**config.mk**
```make
export PLATFORM = sky130hd
export DESIGN_NAME = add_round_key_flat
export DESIGN_NICKNAME = d
export VERILOG_FILES = /design/src/rtl/add_round_key_pkg.sv /design/src/rtl/add_round_key_if.sv /design/src/rtl/add_round_key_round_key_bank.sv /design/src/rtl/add_round_key.sv /design/src/flat_wrapper.sv
export SDC_FILE = /design/constraint.sdc
export NUM_CORES = 2
export LEC_CHECK = 0
export BUFFER_PORTS_ARGS = -buffer_cell sky130_fd_sc_hd__buf_4
export CAP_MARGIN = 15
export CORE_MARGIN = 2
export CORE_UTILIZATION = 40
export CTS_CLUSTER_DIAMETER = 60
export DETAILED_ROUTE_END_ITERATION = 8
export PLACE_DENSITY = 0.61
export SLEW_MARGIN = 25
export SYNTH_ARGS = -nofsm -noshare
export SYNTH_HDL_FRONTEND = slang
export SYNTH_HIERARCHICAL = 1
export SYNTH_SLANG_ARGS = --single-unit
```
**constraint.sdc**
```tcl
create_clock -name clk -period 2.4 [get_ports clk]
set_clock_uncertainty 0.15 [all_clocks]
set_input_delay 0.12 -clock clk [delete_from_list [all_inputs] [get_ports clk]]
set_output_delay 0.12 -clock clk [all_outputs]
set_load 0.05 [all_outputs]
```
**src/rtl/add_round_key_pkg.sv**
```systemverilog
// add_round_key_pkg: shared AES widths, types and index helper for the AddRoundKey stage
package add_round_key_pkg;
  localparam int AES_BLOCK_W = 128;
  localparam int AES128_NUM_KEYS = 11;
  localparam int ROUND_IDX_W = $clog2(AES128_NUM_KEYS);
  typedef logic [AES_BLOCK_W-1:0] aes_block_t;
  typedef logic [ROUND_IDX_W-1:0] round_idx_t;
  function automatic logic idx_ok(input int unsigned idx, input int unsigned n);
    return idx < n;
  endfunction
endpackage

```
**src/rtl/add_round_key_if.sv**
```systemverilog
// add_round_key_if: key-load port plus valid/ready state-in and result-out channels
interface add_round_key_if #(
  parameter int WIDTH = 128,
  parameter int IDX_W = 4
) ();
  logic             key_wr_en;
  logic [IDX_W-1:0] key_wr_idx;
  logic [WIDTH-1:0] key_wr_data;
  logic             in_valid;
  logic             in_ready;
  logic [WIDTH-1:0] in_state;
  logic [IDX_W-1:0] in_round;
  logic             out_valid;
  logic             out_ready;
  logic [WIDTH-1:0] out_state;
  logic [IDX_W-1:0] out_round;
  logic             out_err;
  modport master (
    output key_wr_en, key_wr_idx, key_wr_data, in_valid, in_state, in_round, out_ready,
    input  in_ready, out_valid, out_state, out_round, out_err
  );
  modport slave (
    input  key_wr_en, key_wr_idx, key_wr_data, in_valid, in_state, in_round, out_ready,
    output in_ready, out_valid, out_state, out_round, out_err
  );
endinterface

```
**src/rtl/add_round_key_round_key_bank.sv**
```systemverilog
// round_key_bank: round-key registers with sync write, async read; out-of-range reads return 0
module round_key_bank
  import add_round_key_pkg::*;
#(
  parameter int WIDTH = AES_BLOCK_W,
  parameter int NUM_KEYS = AES128_NUM_KEYS,
  parameter int IDX_W = $clog2(NUM_KEYS)
) (
  input  logic             clk,
  input  logic             rst_n,
  input  logic             wr_en,
  input  logic [IDX_W-1:0] wr_idx,
  input  logic [WIDTH-1:0] wr_data,
  input  logic [IDX_W-1:0] rd_idx,
  output logic [WIDTH-1:0] rd_key,
  output logic             rd_err
);
  logic [WIDTH-1:0] keys [NUM_KEYS];
  logic             wr_ok;
  assign wr_ok  = idx_ok(32'(wr_idx), NUM_KEYS);
  assign rd_err = !idx_ok(32'(rd_idx), NUM_KEYS);
  // read is combinational off the pre-edge contents, so a same-edge write is seen next access
  assign rd_key = rd_err ? '0 : keys[rd_idx];
  always_ff @(posedge clk) begin
    if (!rst_n) keys <= '{default: '0};
    else if (wr_en && wr_ok) keys[wr_idx] <= wr_data;
  end
endmodule

```
**src/rtl/add_round_key.sv**
```systemverilog
// add_round_key: XORs the state with the selected round key into a one-deep valid/ready output register
module add_round_key
  import add_round_key_pkg::*;
#(
  parameter int WIDTH = AES_BLOCK_W,
  parameter int NUM_KEYS = AES128_NUM_KEYS,
  parameter int IDX_W = $clog2(NUM_KEYS)
) (
  input logic            clk,
  input logic            rst_n,
  add_round_key_if.slave bus
);
  logic [WIDTH-1:0] key;
  logic             key_err;
  logic             accept;
  logic             valid_q;
  logic [WIDTH-1:0] state_q;
  logic [IDX_W-1:0] round_q;
  logic             err_q;
  round_key_bank #(.WIDTH(WIDTH), .NUM_KEYS(NUM_KEYS), .IDX_W(IDX_W)) u_bank (
    .clk    (clk),
    .rst_n  (rst_n),
    .wr_en  (bus.key_wr_en),
    .wr_idx (bus.key_wr_idx),
    .wr_data(bus.key_wr_data),
    .rd_idx (bus.in_round),
    .rd_key (key),
    .rd_err (key_err)
  );
  assign bus.in_ready  = !valid_q || bus.out_ready;
  assign accept        = bus.in_valid && bus.in_ready;
  assign bus.out_valid = valid_q;
  assign bus.out_state = state_q;
  assign bus.out_round = round_q;
  assign bus.out_err   = err_q;
  always_ff @(posedge clk) begin
    if (!rst_n) begin
      valid_q <= 1'b0;
      state_q <= '0;
      round_q <= '0;
      err_q   <= 1'b0;
    end else if (accept) begin
      valid_q <= 1'b1;
      state_q <= bus.in_state ^ key;
      round_q <= bus.in_round;
      err_q   <= key_err;
    end else if (bus.out_ready) begin
      valid_q <= 1'b0;
    end
  end
endmodule

```
**src/flat_wrapper.sv**
```systemverilog
// flat-port wrapper written by rule: the top's interface ports become plain ports
module add_round_key_flat import add_round_key_pkg::*;
#(
  parameter int WIDTH = AES_BLOCK_W,
  parameter int NUM_KEYS = AES128_NUM_KEYS,
  parameter int IDX_W = $clog2(NUM_KEYS)
)
  (clk, rst_n, bus_key_wr_en, bus_key_wr_idx, bus_key_wr_data, bus_in_valid, bus_in_state, bus_in_round, bus_out_ready, bus_in_ready, bus_out_valid, bus_out_state, bus_out_round, bus_out_err);
  add_round_key_if #(.WIDTH(WIDTH), .IDX_W(IDX_W)) bus_i ();
  input logic clk;
  input logic rst_n;
  input wire logic [$bits(bus_i.key_wr_en)-1:0] bus_key_wr_en;
  input wire logic [$bits(bus_i.key_wr_idx)-1:0] bus_key_wr_idx;
  input wire logic [$bits(bus_i.key_wr_data)-1:0] bus_key_wr_data;
  input wire logic [$bits(bus_i.in_valid)-1:0] bus_in_valid;
  input wire logic [$bits(bus_i.in_state)-1:0] bus_in_state;
  input wire logic [$bits(bus_i.in_round)-1:0] bus_in_round;
  input wire logic [$bits(bus_i.out_ready)-1:0] bus_out_ready;
  output wire logic [$bits(bus_i.in_ready)-1:0] bus_in_ready;
  output wire logic [$bits(bus_i.out_valid)-1:0] bus_out_valid;
  output wire logic [$bits(bus_i.out_state)-1:0] bus_out_state;
  output wire logic [$bits(bus_i.out_round)-1:0] bus_out_round;
  output wire logic [$bits(bus_i.out_err)-1:0] bus_out_err;
  assign bus_i.key_wr_en = bus_key_wr_en;
  assign bus_i.key_wr_idx = bus_key_wr_idx;
  assign bus_i.key_wr_data = bus_key_wr_data;
  assign bus_i.in_valid = bus_in_valid;
  assign bus_i.in_state = bus_in_state;
  assign bus_i.in_round = bus_in_round;
  assign bus_i.out_ready = bus_out_ready;
  assign bus_in_ready = bus_i.in_ready;
  assign bus_out_valid = bus_i.out_valid;
  assign bus_out_state = bus_i.out_state;
  assign bus_out_round = bus_i.out_round;
  assign bus_out_err = bus_i.out_err;
  add_round_key #(.WIDTH(WIDTH), .NUM_KEYS(NUM_KEYS), .IDX_W(IDX_W)) u_core (.clk(clk), .rst_n(rst_n), .bus(bus_i));
endmodule
```
==> summary.txt <==
Outcome
  – Status: complete, no violations

STA
  – Slew HR: 54.79%
  – Achievable Freq: 418.8 MHz
  – Final setup violation count: 0
  – Worst-margin pin slew: 678.2 ps
  – Worst hold margin: 50.67 ps
  – Final critical-path share of the clock period: 99.49%
  – Setup_tns: 0 ps
  – Final Slew Violations: 0
  – Min Tclk post-route: 2388 ps
  – Final hold violations: 0

Worst setup path
  – Worst setup EP type: register
  – Crit Reg-Reg Endpoint: u_core/bus.out_state[127]
  – Slowest stage cell on the critical path: dlygate4sd3_1
  – Critical path class: in2reg
  – Worst path arrival time: 2960 ps
  – Bufs and invs on worst path: 5
  – CP endpoint: u_core/bus.out_state[117]
  – Top Family by Delay on Critical Path: buffers and inverters
  – Crit path depth: 10
  – CP peak stage delay: 540 ps
  – Data required time at the worst endpoint: 2970 ps
  – Setup crit start kind: primary input
  – Worst setup path start: bus_in_round[3]
  – Worst R2R Setup Slack: 50 ps
  – Worst R2R Start: u_core/u_bank/keys[1151]
  – R2r worst-path depth: 5
  – CP cell instances: dlygate4sd3_1 > buf_4 > nand3b_1 > buf_12 > buf_4 > o22ai_1 > a211o_1 > xor2_1 > a22o_1 > dlygate4sd3_1
  – Critical Path Fanout Max: 14

Pwr
  – Sw Ratio: 26.40%
  – P_sw: 16.18 mW
  – Total Power: 61.28 mW
  – Clock power share: 45.7%
  – Comb pwr share: 11.3%
  – Flop pwr share: 43.0%
  – P_leak: 31.32 nW
  – Peak VDD IR: 513.5 uV
  – Internal: 45.10 mW
  – Pwr dens: 693.0 nW/um2

Clock network
  – CTS buffer count: 175
  – Max H-tree Level: 4
  – CTS clock-pin slew for the worst setup and hold paths: 60 ps
  – Clock Path Buffers: 3
  – CTS tree: built
  – Root Driver: clkbuf_16
  – Clk sinks: 1,542
  – Clock Latency Late Sink: 850 ps

Yosys
  – Number of synthesized flops with an enable pin: 0
  – Mapped cell area: 72,610 um2
  – Post-synth ARST share: 0%
  – Cells after synthesis: 8,043
  – Avg Cell Area, Syn: 9.028 um2
  – Synth unique cells: 37
  – Register area share after synthesis: 42.52%
  – Flop and latch count out of synthesis: 1,542
  – Prevailing post-synth register cell: dfxtp_1
  – Synth warnings: 6
  – Syn Nets: 8,312

Final layout
  – Filler cells: 16,560
  – Multi-input logic area: 37,080 um2
  – Share of layout cells above drive strength 1: 13.74%
  – Layout area overhead: 21.79%
  – Seq. cell area: 30,870 um2
  – Layout Nets: 8,513
  – Fin area: 88,430 um2

Drt
  – Antenna viol nets, final: 0
  – Vias per Instance: 6.139
  – DRT iter0 DRCs: 6,864
  – Total vias in the final route: 66,150
  – Drt wl/cell: 24.40 um
  – Drt first pass iters: 6
  – DR DRC count: 0
  – Final wirelength: 262,900 um

Global route
  – Total gr overflow: 0
  – Global Route Usage Sum: 27.17%
  – First-pass GRT wire length: 401,000 um
  – Initial antenna violation count: 26
  – Vias in the first global route: 65,440
  – Largest net degree at the start of global routing: 140

Floorplanning
  – Die Footprint: 184,900 um2
  – Num ports: 404
  – Die Ht: 430.1 um
  – Die X: 430.1 um
  – Row count: 156
  – Starting Density: 40.22%
  – Total core area: 180,500 um2

Place
  – Placed standard-cell area: 78,240 um2
  – IO Port Bufs: 403
  – GPL Wtd Cong: 0.8172
  – Final HPWL DP: 147,900 um

Run
  – MaxCap Viol Count: 0

Hold path
  – HP Class: in2reg
  – Hold Path Cell Cnt: 4
==> kinds of logic after synthesis <==
kind of cell / after synthesis / synth area share, %
AND/OR/NAND/NOR: 1441 / 10.01
flip-flops: 1542 / 42.52
multiplexers: 517 / 9.333
XOR/XNOR: 128 / 1.544
AO/OA/AOI/OAI: 3331 / 30.03
buffers and inverters: 1084 / 6.572
==> timing repair <==
action,CTS,global route
buffers inserted,0,3
setup endpoints to repair,0,17
hold buffers,389,0
resized for setup,0,5
endpoints found under the hold margin,1542,0
==> worst min-delay path by stage <==
stage                                    start                  endpoint  slack [ps]
final                      bus_key_wr_data[35]  u_core/u_bank/keys[1187]          50
after global routing      bus_key_wr_data[104]  u_core/u_bank/keys[1384]          30
after CTS                     bus_in_state[82]  u_core/bus.out_state[82]         0.3
after detailed placement          bus_in_valid      u_core/bus.out_valid         270
after global placement            bus_in_valid      u_core/bus.out_valid         270
after floorplan                bus_in_round[0]   u_core/bus.out_round[0]         110
==> flip-flops by register name, summed over array words and instances (netlist names) <==
name                  cells
u_core/bus.out_valid      1
u_core/bus.out_round      4
u_core/bus.out_err        1
u_core/u_bank/keys     1408
u_core/bus.out_state    128
==> synthesized netlist by cell type, types with 45 or more instances <==
| cell | number | area, um2 |
|---|---|---|
| a211o_1 | 128 | 1121 |
| a21boi_0 | 1191 | 8941 |
| a21boi_1 | 218 | 1637 |
| a22o_1 | 128 | 1121 |
| buf_1 | 59 | 221.5 |
| buf_2 | 261 | 1306 |
| buf_6 | 45 | 506.7 |
| clkbuf_1 | 701 | 2631 |
| dfxtp_1 | 1542 | 30870 |
| mux2i_1 | 389 | 3894 |
| mux4_2 | 128 | 2883 |
| nand3_1 | 1409 | 7052 |
| o21ai_0 | 1348 | 6746 |
| o21ai_1 | 60 | 300.3 |
| o22ai_1 | 128 | 800.8 |
| o2bb2ai_1 | 128 | 1121 |
| xor2_1 | 128 | 1121 |
==> stage by stage <==
step,cells,util (%),worst slack [ps]
global route,10770,48.98,-5.457
global placement,10040,43.33,173.6
CTS,10750,48.86,33.04
floorplan,8043,-,360.2
detailed placement,10040,43.33,160.1
finish,10780,48.98,12.23
==> layout by cell type (no fill, tap or decap), types with 156 or more instances in the layout <==
master and count:
dfxtp_1 1542, nand3_1 1408, o21ai_0 1348, a21boi_0 1191, buf_4 552, mux2i_1 389, dlygate4sd3_1 387, a21boi_1 218
clkbuf_16 180, buf_12 156
==> worst min-delay path: stages <==
cell and delay, ps:
dlygate4sd3_1 530, buf_4 190, nand3_1 70, a21boi_0 70
==> power groups by stage <==
| stage | logic, mW | clock network [mW] | registers, mW |
|---|---|---|---|
| after floorplan | 3.18 | 0 | 27.3 |
| after global placement | 6.19 | 0 | 26.9 |
| after detailed placement | 6.24 | 0 | 26.9 |
| after CTS | 6.81 | 28.4 | 26.3 |
| after global routing | 7.23 | 29.5 | 26.4 |
| final | 6.93 | 28.0 | 26.3 |
==> metal layers <==
| layer | track usage, % | vias to the layer above | share of wire (%) |
|---|---|---|---|
| li1 | - | 29890 | - |
| met1 | 35.30 | 32980 | 42 |
| met2 | 44.75 | 2749 | 47 |
| met3 | 4.068 | 525 | 6.7 |
| met4 | 11.78 | 14 | 3.7 |
| met5 | 0 | - | 0.026 |
==> cell type report <==
| class | count | share of cell area (%) |
|---|---|---|
| clock inverters | 57 | 0.9579 |
| well taps | 2370 | 3.353 |
| inverters | 1 | 0.004245 |
| diodes | 21 | 0.05943 |
| repair buffers | 1107 | 12.88 |
| clock buffers | 260 | 5.903 |
| multi-input cells | 5417 | 41.93 |
| flip-flops and latches | 1542 | 34.91 |
(Power assumes the default switching activity.)
